**src/rtl/piso_pkg.sv**
```systemverilog
// Shared types and width helpers for the parallel-in, serial-out transmitter.
package piso_pkg;

    // Transmitter FSM states.
    typedef enum logic [1:0] {
        IDLE,
        SHIFT,
        GAP
    } state_e;

    // Default configuration and the counter widths it implies.
    localparam int DEF_WIDTH       = 32;
    localparam int DEF_BIT_CYCLES  = 1;
    localparam int DEF_GAP_CYCLES  = 0;
    localparam int DEF_BIT_CNT_W   = $clog2(DEF_WIDTH);
    localparam int DEF_CYC_CNT_W   = $clog2(DEF_BIT_CYCLES) + 1;

    // Bit counter width: indexes bits 0..width-1 (width >= 2, so at least 1 bit).
    function automatic int bit_cnt_width(input int width);
        return $clog2(width);
    endfunction

    // Cycle counter width: counts 0..bit_cycles-1 inside one bit.
    function automatic int cyc_cnt_width(input int bit_cycles);
        return $clog2(bit_cycles) + 1;
    endfunction

    // Gap counter width: must hold the value gap_cycles itself.
    function automatic int gap_cnt_width(input int gap_cycles);
        return (gap_cycles < 1) ? 1 : $clog2(gap_cycles + 1);
    endfunction

endpackage

```
**src/rtl/piso_bit_timer.sv**
```systemverilog
// Per-bit cycle counter: pulses bit_tick_o on the last cycle of every bit.
module piso_bit_timer #(
    parameter int BIT_CYCLES = 1,
    parameter int CW         = 1
) (
    input  logic clk,
    input  logic reset,
    input  logic clear_i,
    input  logic en_i,
    output logic bit_tick_o
);

    localparam logic [CW-1:0] LAST_CYC = CW'(BIT_CYCLES - 1);

    logic [CW-1:0] cyc_q;
    logic [CW-1:0] cyc_d;

    assign bit_tick_o = en_i && (cyc_q == LAST_CYC);

    // Next count: hold, wrap at the end of a bit, or clear from the FSM.
    always_comb begin
        // NOTE: cyc_d gets a default before any branch so no latch is inferred.
        cyc_d = cyc_q;
        if (clear_i) begin
            cyc_d = '0;
        end else if (en_i) begin
            cyc_d = bit_tick_o ? '0 : cyc_q + 1'b1;
        end
    end

    // Cycle counter register with synchronous reset.
    always_ff @(posedge clk) begin
        if (reset) begin
            cyc_q <= '0;
        end else begin
            cyc_q <= cyc_d;
        end
    end

endmodule

```
**src/rtl/piso_serializer.sv**
```systemverilog
// Parallel-in, serial-out transmitter with valid/ready accept, selectable bit
// order, per-bit stretching and an optional idle gap after each frame.
module piso_serializer
    import piso_pkg::*;
#(
    parameter int WIDTH      = DEF_WIDTH,
    parameter int BIT_CYCLES = DEF_BIT_CYCLES,
    parameter int GAP_CYCLES = DEF_GAP_CYCLES
) (
    input  logic             clk,
    input  logic             reset,
    input  logic [WIDTH-1:0] data_in,
    input  logic             valid_in,
    input  logic             dir,
    output logic             ready_out,
    output logic             sdata_out,
    output logic             frame_out,
    output logic             done_out
);

    localparam int BCW = bit_cnt_width(WIDTH);
    localparam int CCW = cyc_cnt_width(BIT_CYCLES);
    localparam int GCW = gap_cnt_width(GAP_CYCLES);

    localparam logic [BCW-1:0] LAST_BIT = BCW'(WIDTH - 1);
    localparam logic [GCW-1:0] LAST_GAP = GCW'(GAP_CYCLES);

    state_e           state_q;
    logic [WIDTH-1:0] shreg_q;
    logic [WIDTH-1:0] shreg_d;
    logic             dir_q;
    logic [BCW-1:0]   bit_cnt_q;
    logic [GCW-1:0]   gap_cnt_q;
    logic             ready_q;
    logic             sdata_q;
    logic             frame_q;
    logic             done_q;
    logic             bit_tick;

    assign ready_out = ready_q;
    assign sdata_out = sdata_q;
    assign frame_out = frame_q;
    assign done_out  = done_q;

    // The timer runs only while shifting and restarts from zero for every frame.
    piso_bit_timer #(
        .BIT_CYCLES (BIT_CYCLES),
        .CW         (CCW)
    ) u_bit_timer (
        .clk        (clk),
        .reset      (reset),
        .clear_i    (state_q != SHIFT),
        .en_i       (state_q == SHIFT),
        .bit_tick_o (bit_tick)
    );

    // Shift toward the outgoing end chosen by the captured bit order.
    always_comb begin
        shreg_d = dir_q ? (shreg_q >> 1) : (shreg_q << 1);
    end

    // Transmit FSM; every output is registered so the first bit follows accept by one cycle.
    always_ff @(posedge clk) begin
        // NOTE: clocked state uses <= so every register samples pre-edge values.
        if (reset) begin
            state_q   <= IDLE;
            shreg_q   <= '0;
            dir_q     <= 1'b0;
            bit_cnt_q <= '0;
            gap_cnt_q <= '0;
            ready_q   <= 1'b1;
            sdata_q   <= 1'b0;
            frame_q   <= 1'b0;
            done_q    <= 1'b0;
        end else begin
            done_q <= 1'b0;
            case (state_q)
                IDLE: begin
                    if (valid_in && ready_q) begin
                        shreg_q   <= data_in;
                        dir_q     <= dir;
                        bit_cnt_q <= '0;
                        sdata_q   <= dir ? data_in[0] : data_in[WIDTH-1];
                        frame_q   <= 1'b1;
                        ready_q   <= 1'b0;
                        state_q   <= SHIFT;
                    end
                end
                SHIFT: begin
                    if (bit_tick) begin
                        if (bit_cnt_q == LAST_BIT) begin
                            bit_cnt_q <= '0;
                            shreg_q   <= '0;
                            sdata_q   <= 1'b0;
                            frame_q   <= 1'b0;
                            done_q    <= 1'b1;
                            if (GAP_CYCLES == 0) begin
                                ready_q <= 1'b1;
                                state_q <= IDLE;
                            end else begin
                                // The done cycle is already the first gap cycle.
                                gap_cnt_q <= GCW'(1);
                                state_q   <= GAP;
                            end
                        end else begin
                            bit_cnt_q <= bit_cnt_q + 1'b1;
                            shreg_q   <= shreg_d;
                            sdata_q   <= dir_q ? shreg_d[0] : shreg_d[WIDTH-1];
                        end
                    end
                end
                GAP: begin
                    if (gap_cnt_q == LAST_GAP) begin
                        gap_cnt_q <= '0;
                        ready_q   <= 1'b1;
                        state_q   <= IDLE;
                    end else begin
                        gap_cnt_q <= gap_cnt_q + 1'b1;
                    end
                end
                default: begin
                    ready_q <= 1'b1;
                    state_q <= IDLE;
                end
            endcase
        end
    end

endmodule

```
**config.mk**
```make
export PLATFORM = sky130hd
export DESIGN_NAME = piso_serializer
export DESIGN_NICKNAME = d
export VERILOG_FILES = /design/src/rtl/piso_pkg.sv /design/src/rtl/piso_bit_timer.sv /design/src/rtl/piso_serializer.sv
export SDC_FILE = /design/constraint.sdc
export NUM_CORES = 1
export LEC_CHECK = 0
export CORE_MARGIN = 2
export CORE_UTILIZATION = 53
export DETAILED_ROUTE_END_ITERATION = 8
export GPL_TIMING_DRIVEN = 0
export PLACE_DENSITY = 0.76
export SYNTH_ARGS = -nofsm -noshare
export SYNTH_HDL_FRONTEND = slang
export SYNTH_HIERARCHICAL = 1
export SYNTH_SLANG_ARGS = --single-unit
```
**constraint.sdc**
```tcl
create_clock -name clk -period 2.13 [get_ports clk]
set_clock_uncertainty 0.2 [all_clocks]
set_input_delay 0.426 -clock clk [delete_from_list [all_inputs] [get_ports clk]]
set_output_delay 0.426 -clock clk [all_outputs]
set_load 0.01 [all_outputs]
```
==> flow_summary_export.csv <==
group,metric,value,unit
yosys,synth_fp_nets,283,
flow_run,max_cap_viol_count,0,
setup_path,path_delay_family,"simple AND/OR/NAND/NOR gates",
yosys,synth-compound-area-share,23.4,%
setup_path,critical-path-max-stage-delay,0.33,ns
setup_path,setup.worst_path.class,"reg2reg",
clock_network,clock_sink_count,43,
cells_and_area,antenna_cells,0,
setup_path,worst-endpoint-arrival,2.03,ns
timing,tightest_slew,0.574,ns
timing,finalHoldViolCount,0,
yosys,post_synth_xor_area_fraction,0,%
clock_network,worstSkewPairLatency,0.30,ns
cells_and_area,area_delta_synth_final,22.9,%
setup_path,startpoint,"bit_cnt_q[0]",
route,first_iter_violations,172,
floorplan,die_h,71.7,um
floorplan,placeableCoreArea,4380,sq um
route,first_pass_iters,4,
yosys,synth_edf_count,0,
clock_network,clock_tree_from_tritoncts,"built",
power_and_ir_drop,power.leakage,1.11,nW
yosys,post_synth_inst_count,244,
power_and_ir_drop,peakVddDrop,0.385,mV
placement,dpl.cell_count,335,
placement,port-buffer-count,39,
placement,pre_cts_slack,-0.00957,ns
timing,maxClockFrequency,495,MHz
setup_path,cp_data_required_time,2.14,ns
route,total_via_count_in_the_routed_design,2155,
power_and_ir_drop,post-layout-total-power,1.96,mW
timing,period_needed,2.02,ns
cells_and_area,final_cells,341,
yosys,post_synth_top_flop,"sky130_fd_sc_hd__dfxtp_1",
floorplan,io_pins,40,
global_routing,antenna_found_initial,0,
route,drc,0,
clock_network,tritoncts.num_buffers,5,
clock_network,clk_transition_reported_paths,0.07,ns
setup_path,cp_max_fo,10,
timing,setup_ws,0.108,ns
timing,final_period_util,94.9,%
yosys,synth-simple-area-share,14.8,%
yosys,synthesis.area,2430,sq um
placement,rd_place_congestion,0.777,
clock_network,post_cts_hold_buffers,0,
hold_path,hold_path_origin,"bit_cnt_q[1]",
yosys,yosys-top-cells-count,"sky130_fd_sc_hd__dfxtp_1, sky130_fd_sc_hd__nor3_1, sky130_fd_sc_hd__mux2_2",
timing,setup_violating_endpoint_count_in_the_final_report,0,
yosys,synth.mux.area_fraction,15.6,%
route,drt-vias-per-instance,6.32,
setup_path,endpoint_kind,"flip-flop",
yosys,synth_top_family_by_area,"compound AO/OA/AOI/OAI gates",
floorplan,dieArea,5150,sq um
global_routing,grt_first_pass_wirelength,10200,um
yosys,synth.yosys.seq_area_share,35.4,%
cells_and_area,layout_nets,329,
setup_path,crit_chain,"ha_2 > and3_4 > ha_1 > and2b_2 > buf_6 > nand3b_1 > a311oi_1",
global_routing,grtUsageTotal,25.3,%
route,finalWirelength,6180,um
cells_and_area,final_core_utilization,68.2,%
yosys,synth_top_area_cell,"sky130_fd_sc_hd__dfxtp_1",
timing,report.final.slew_viol_count,0,
route,route.detailed.wl_per_inst,18.1,um
yosys,synth_cell_types,34,
power_and_ir_drop,power_density,655,nW/um^2
yosys,postSynthRegisterBits,43,
global_routing,grt.overflow.total,0,
yosys,synthAdderAreaFrac,1.54,%
yosys,yosysWarningCount,6,
timing,fin_setup_tns,0,ns
floorplan,floorplan.rows,24,
setup_path,path_buf_inv,1,
yosys,synthDominantCellAreaShare,35.4,%
route,antenna_left,0,
floorplan,floorplan.die.width,71.7,um
setup_path,worst_r2r_startpoint,"bit_cnt_q[0]",
yosys,avgSynthCellArea,9.97,sq um
timing,unrepaired_setup_endpoints_after_global_routing,"false",
setup_path,cell_with_the_largest_stage_delay_on_the_worst_path,"sky130_fd_sc_hd__dfxtp_2",
cells_and_area,drive_gt1_share,26.6,%
timing,timing.slew.headroom,61.8,%
clock_network,cts.htree.levels,2,
global_routing,grt_max_degree,12,
clock_network,cts.path.max_buffers,2,
yosys,yosys-top-cells-area,"sky130_fd_sc_hd__dfxtp_1, sky130_fd_sc_hd__mux2_2, sky130_fd_sc_hd__nor3_1",
yosys,synthArstFlopShare,0,%
floorplan,floorplan.initialDensity,55.5,%
clock_network,clock_tree.root_cell,"sky130_fd_sc_hd__clkbuf_8",
outcome,run_status,"completed",
hold_path,timing.hold.worst.class,"reg2reg",
yosys,post-synth-top-count-cell,"sky130_fd_sc_hd__dfxtp_1",
global_routing,grt_pass1_vias,2119,
setup_path,worst_setup_path_start_kind,"flip-flop",
placement,dpl.hpwl,4340,um
[flip-flops by register name, indices dropped and copies added, names as in the netlist]
signal and count:
sdata_out 1, shreg_q 32, u_bit_timer/cyc_q 1, done_out 1, bit_cnt_q 5, frame_out 1, ready_out 1, dir_q 1
[worst register-to-register path, delay by kind of cell, from the launching register on]
family                     cells  cell delay, ns
AOI/OAI and AO/OA              1            0.26
and+or+nand+nor                3            0.56
adders and majority gates      2            0.42
buffers and inverters          1            0.17
DFF                            1            0.33
[per-layer routing]
metal	global-route usage (%)	wire, um
met5	0	0
met4	10.1	102
met3	4.22	294
met2	41.0	2970
met1	33.7	2810
[repair_timing]
item,CTS,global route
resized for setup,0,10
setup buffers,0,1
setup endpoints to repair,0,30
[power breakdown]
part | total, mW | switching, mW | internal, mW
clock network | 0.484 | 0.265 | 0.219
registers | 0.939 | 0.0595 | 0.880
logic | 0.537 | 0.246 | 0.291
[logic make-up after synthesis]
family	count (synthesis)
AO/OA/AOI/OAI	72
AND/OR/NAND/NOR	62
flip-flops	43
buffers and inverters	32
multiplexers	32
adder cells (fa/ha/maj)	3
[cell type report]
| type | instances | area, sq um |
|---|---|---|
| multi-input combinational | 169 | 1360 |
| sequential | 43 | 863 |
| clock buffer | 6 | 72.6 |
| fill | 373 | 1390 |
| tap | 52 | 65.1 |
| buffer | 29 | 221 |
| timing repair buffer | 40 | 398 |
| inverter | 2 | 7.51 |
[cells in the final DEF, fill, tap and decap left out, types with 6 or more instances in the layout]
cell type and n:
sky130_fd_sc_hd__a222oi_1 6, sky130_fd_sc_hd__buf_2 6, sky130_fd_sc_hd__mux2_2 27, sky130_fd_sc_hd__dfxtp_1 41
sky130_fd_sc_hd__a211oi_2 7, sky130_fd_sc_hd__clkdlybuf4s50_1 39, sky130_fd_sc_hd__buf_6 11, sky130_fd_sc_hd__nor3_1 39
sky130_fd_sc_hd__a22oi_1 25, sky130_fd_sc_hd__clkbuf_1 6, sky130_fd_sc_hd__a21oi_1 6, sky130_fd_sc_hd__a211oi_1 21
sky130_fd_sc_hd__buf_4 7
[metrics by stage]
step                      instance area [sq um]  hold WS (ns)
after floorplan                            2430         0.241
after global placement                     2890         0.267
after detailed placement                   2890         0.276
after CTS                                  2960         0.290
after global routing                       2990         0.309
final                                      2990         0.283
[path summary, 6_finish.rpt]
path                                      to  slack [ns]  cells past startpoint
worst min register to register  bit_cnt_q[1]        0.28                      2
worst max-delay path            bit_cnt_q[3]        0.11                      7
worst max register to register  bit_cnt_q[3]        0.11                      7
worst min-delay path            bit_cnt_q[1]        0.28                      2
(Power assumes the default switching activity.)
==> variant, RTL diff (config.mk and constraints unchanged) <==
Change the package constant `DEF_WIDTH` from 32 to 16.
--- a/src/rtl/piso_pkg.sv
+++ b/src/rtl/piso_pkg.sv
@@ -9,7 +9,7 @@
     } state_e;
 
     // Default configuration and the counter widths it implies.
-    localparam int DEF_WIDTH       = 32;
+    localparam int DEF_WIDTH       = 16;
     localparam int DEF_BIT_CYCLES  = 1;
     localparam int DEF_GAP_CYCLES  = 0;
     localparam int DEF_BIT_CNT_W   = $clog2(DEF_WIDTH);
Interface: changed (resized data_in); port bits go from 40 to 24. The function was not compared with the original's and may differ.
==> variant against the unedited design <==
  * Wire length decreased by 42%
  * Non-clock buffer count down 29
  * Sequential cell count shrank 17
  * Power fell by 42%
  * Cell area shrank 41%
  * Worst setup slack gained 0.088 ns
  * Synthesized area decreased by 40%
  * Maximum frequency rose by 4.6%
  * Critical endpoint is now frame_out
  * Largest power group unchanged
  * Highest routed layer unchanged
==> variant: results (changes against the unedited design) <==
Worst Reg-to-Reg Cells = 5 (-2)
sequential area share after synthesis = 35.6% (+0.20 points)
wirelength, routed = 3550 um (-42%)
ranking of synthesized cells by area = dfxtp_1, mux2_1, a211oi_2
nets@finish = 210 (-36%)
H-tree depth = 1 (-1)
vias in the first global route = 1338 (-37%)
Leak = 0.620 nW (-44%)
GPL Wtd Cong = 0.831 (+7.0%)
initial antenna violation count = 0 (unchanged)
CTS Buf Count = 3 (-2)
Initial DRC Count = 56 (-67%)
Slew @ Worst Pin = 0.570 ns (-0.00403 ns)
layout filler cell count = 233 (-38%)
largest net degree at the start of global routing = 15 (+3)
Vias per Instance = 6.05 (-4.2%)
hold path startpoint = u_bit_timer/cyc_q
syn nets = 182 (-36%)
Largest stage delay, worst path = 0.56 ns (+0.23 ns)
Max IR drop VDD = 574 uV (+49%)
outcome = completed
worst hold path endpoint = u_bit_timer/cyc_q
Slowest cell on crit path = clkdlybuf4s50_1
ANT cells = 0 (unchanged)
CP max FO = 9 (-1)
Setup WS pre-CTS = -0.0446 ns (-0.0351 ns)
WP data arrival = 1.31 ns (-0.72 ns)
synth unique cells = 30 (-12%)
HPWL after DPL = 2610 um (-40%)
FF-to-FF End = shreg_q[8]
hold depth = 1 (-1)
switching share of power = 30.1% (+1.0 points)
Clk pin slew, worst setup/hold paths = 0.14 ns (+0.07 ns)
clock root buffer master = clkbuf_4
drt pass-1 iters = 5 (+1)
biggest regs = shreg_q: 16 flops, bit_cnt_q: 4 flops
share of cells above drive strength 1 = 17.0% (-9.6 points)
# port buffers = 23 (-41%)
-- variant: cell count changes in the layout (fill, tap and decap cells not counted), moves of 16 or more --
cell	change
nor3_1	-28
dfxtp_1	-16
mux2_1	+16
clkdlybuf4s50_1	-16
mux2_2	-27
nand3_1	+16
a22oi_1	-25
-- variant: per-stage QoR --
step	cells	power [mW]	util, %	area, um^2	hold WS, ns
6_report	219	1.13	65.9	1770	0.310
3_5_place_dp	215	0.886	64.5	1730	0.288
2_1_floorplan	161	0.782	-	1460	0.274
4_1_cts	219	1.14	65.8	1770	0.311
5_1_grt	219	1.19	65.9	1770	0.334
3_3_place_gp	215	0.870	64.5	1730	0.286
-- variant: power groups by stage --
stage               Combinational [mW]  Sequential, mW  Clock, mW
finish                           0.303           0.575      0.254
floorplan                        0.208           0.574          0
global route                     0.332           0.582      0.279
global placement                 0.289           0.581          0
CTS                              0.304           0.574      0.264
detailed placement               0.302           0.584          0
-- variant: what timing repair did --
action	in CTS	in global routing
endpoints found under the hold margin	0	0
gates resized for setup	0	1
setup endpoints to repair	0	1
-- variant: area by class of cell --
| cell class | count | share of cell area [%] |
|---|---|---|
| plain buffers | 17 | 5.23 |
| clock buffers | 4 | 2.05 |
| inverters | 3 | 0.636 |
| multi-input cells | 115 | 47.4 |
| flip-flops and latches | 26 | 29.5 |
| well taps | 31 | 2.19 |
| repair buffers | 23 | 13.0 |
-- variant: logic make-up (layout without fill, tap and decap cells) --
group	after synthesis	in the layout	synth area share [%]
xor+xnor	1	1	0.599
flops	26	26	35.6
mux	16	16	12.3
simple gates	53	53	22.6
compound gates	44	44	21.0
fa+ha+maj	1	1	0.855
buf+inv	20	47	7.10
-- variant: how the worst max path moves through the flow --
stage                   start            to  slack, ns
floorplan           frame_out  bit_cnt_q[3]       0.41
global placement        reset     sdata_out      0.003
detailed placement      reset     sdata_out      -0.04
CTS                 frame_out     frame_out       0.08
global route        frame_out     frame_out       0.12
finish              frame_out     frame_out       0.20
-- variant: layer usage --
layer	global-route usage, %	vias to the layer above	wire, um
met5	0	-	0
met4	4.08	0	21
met3	4.38	4	186
met2	43.0	47	1810
met1	30.6	622	1530
li1	-	653	-
-- variant: worst register-to-register path: stages (launching register included) --
cell	delay (ns)
dfxtp_1	0.37
ha_1	0.25
nand3_1	0.14
clkbuf_1	0.41
nand3_1	0.18
a211oi_2	0.22
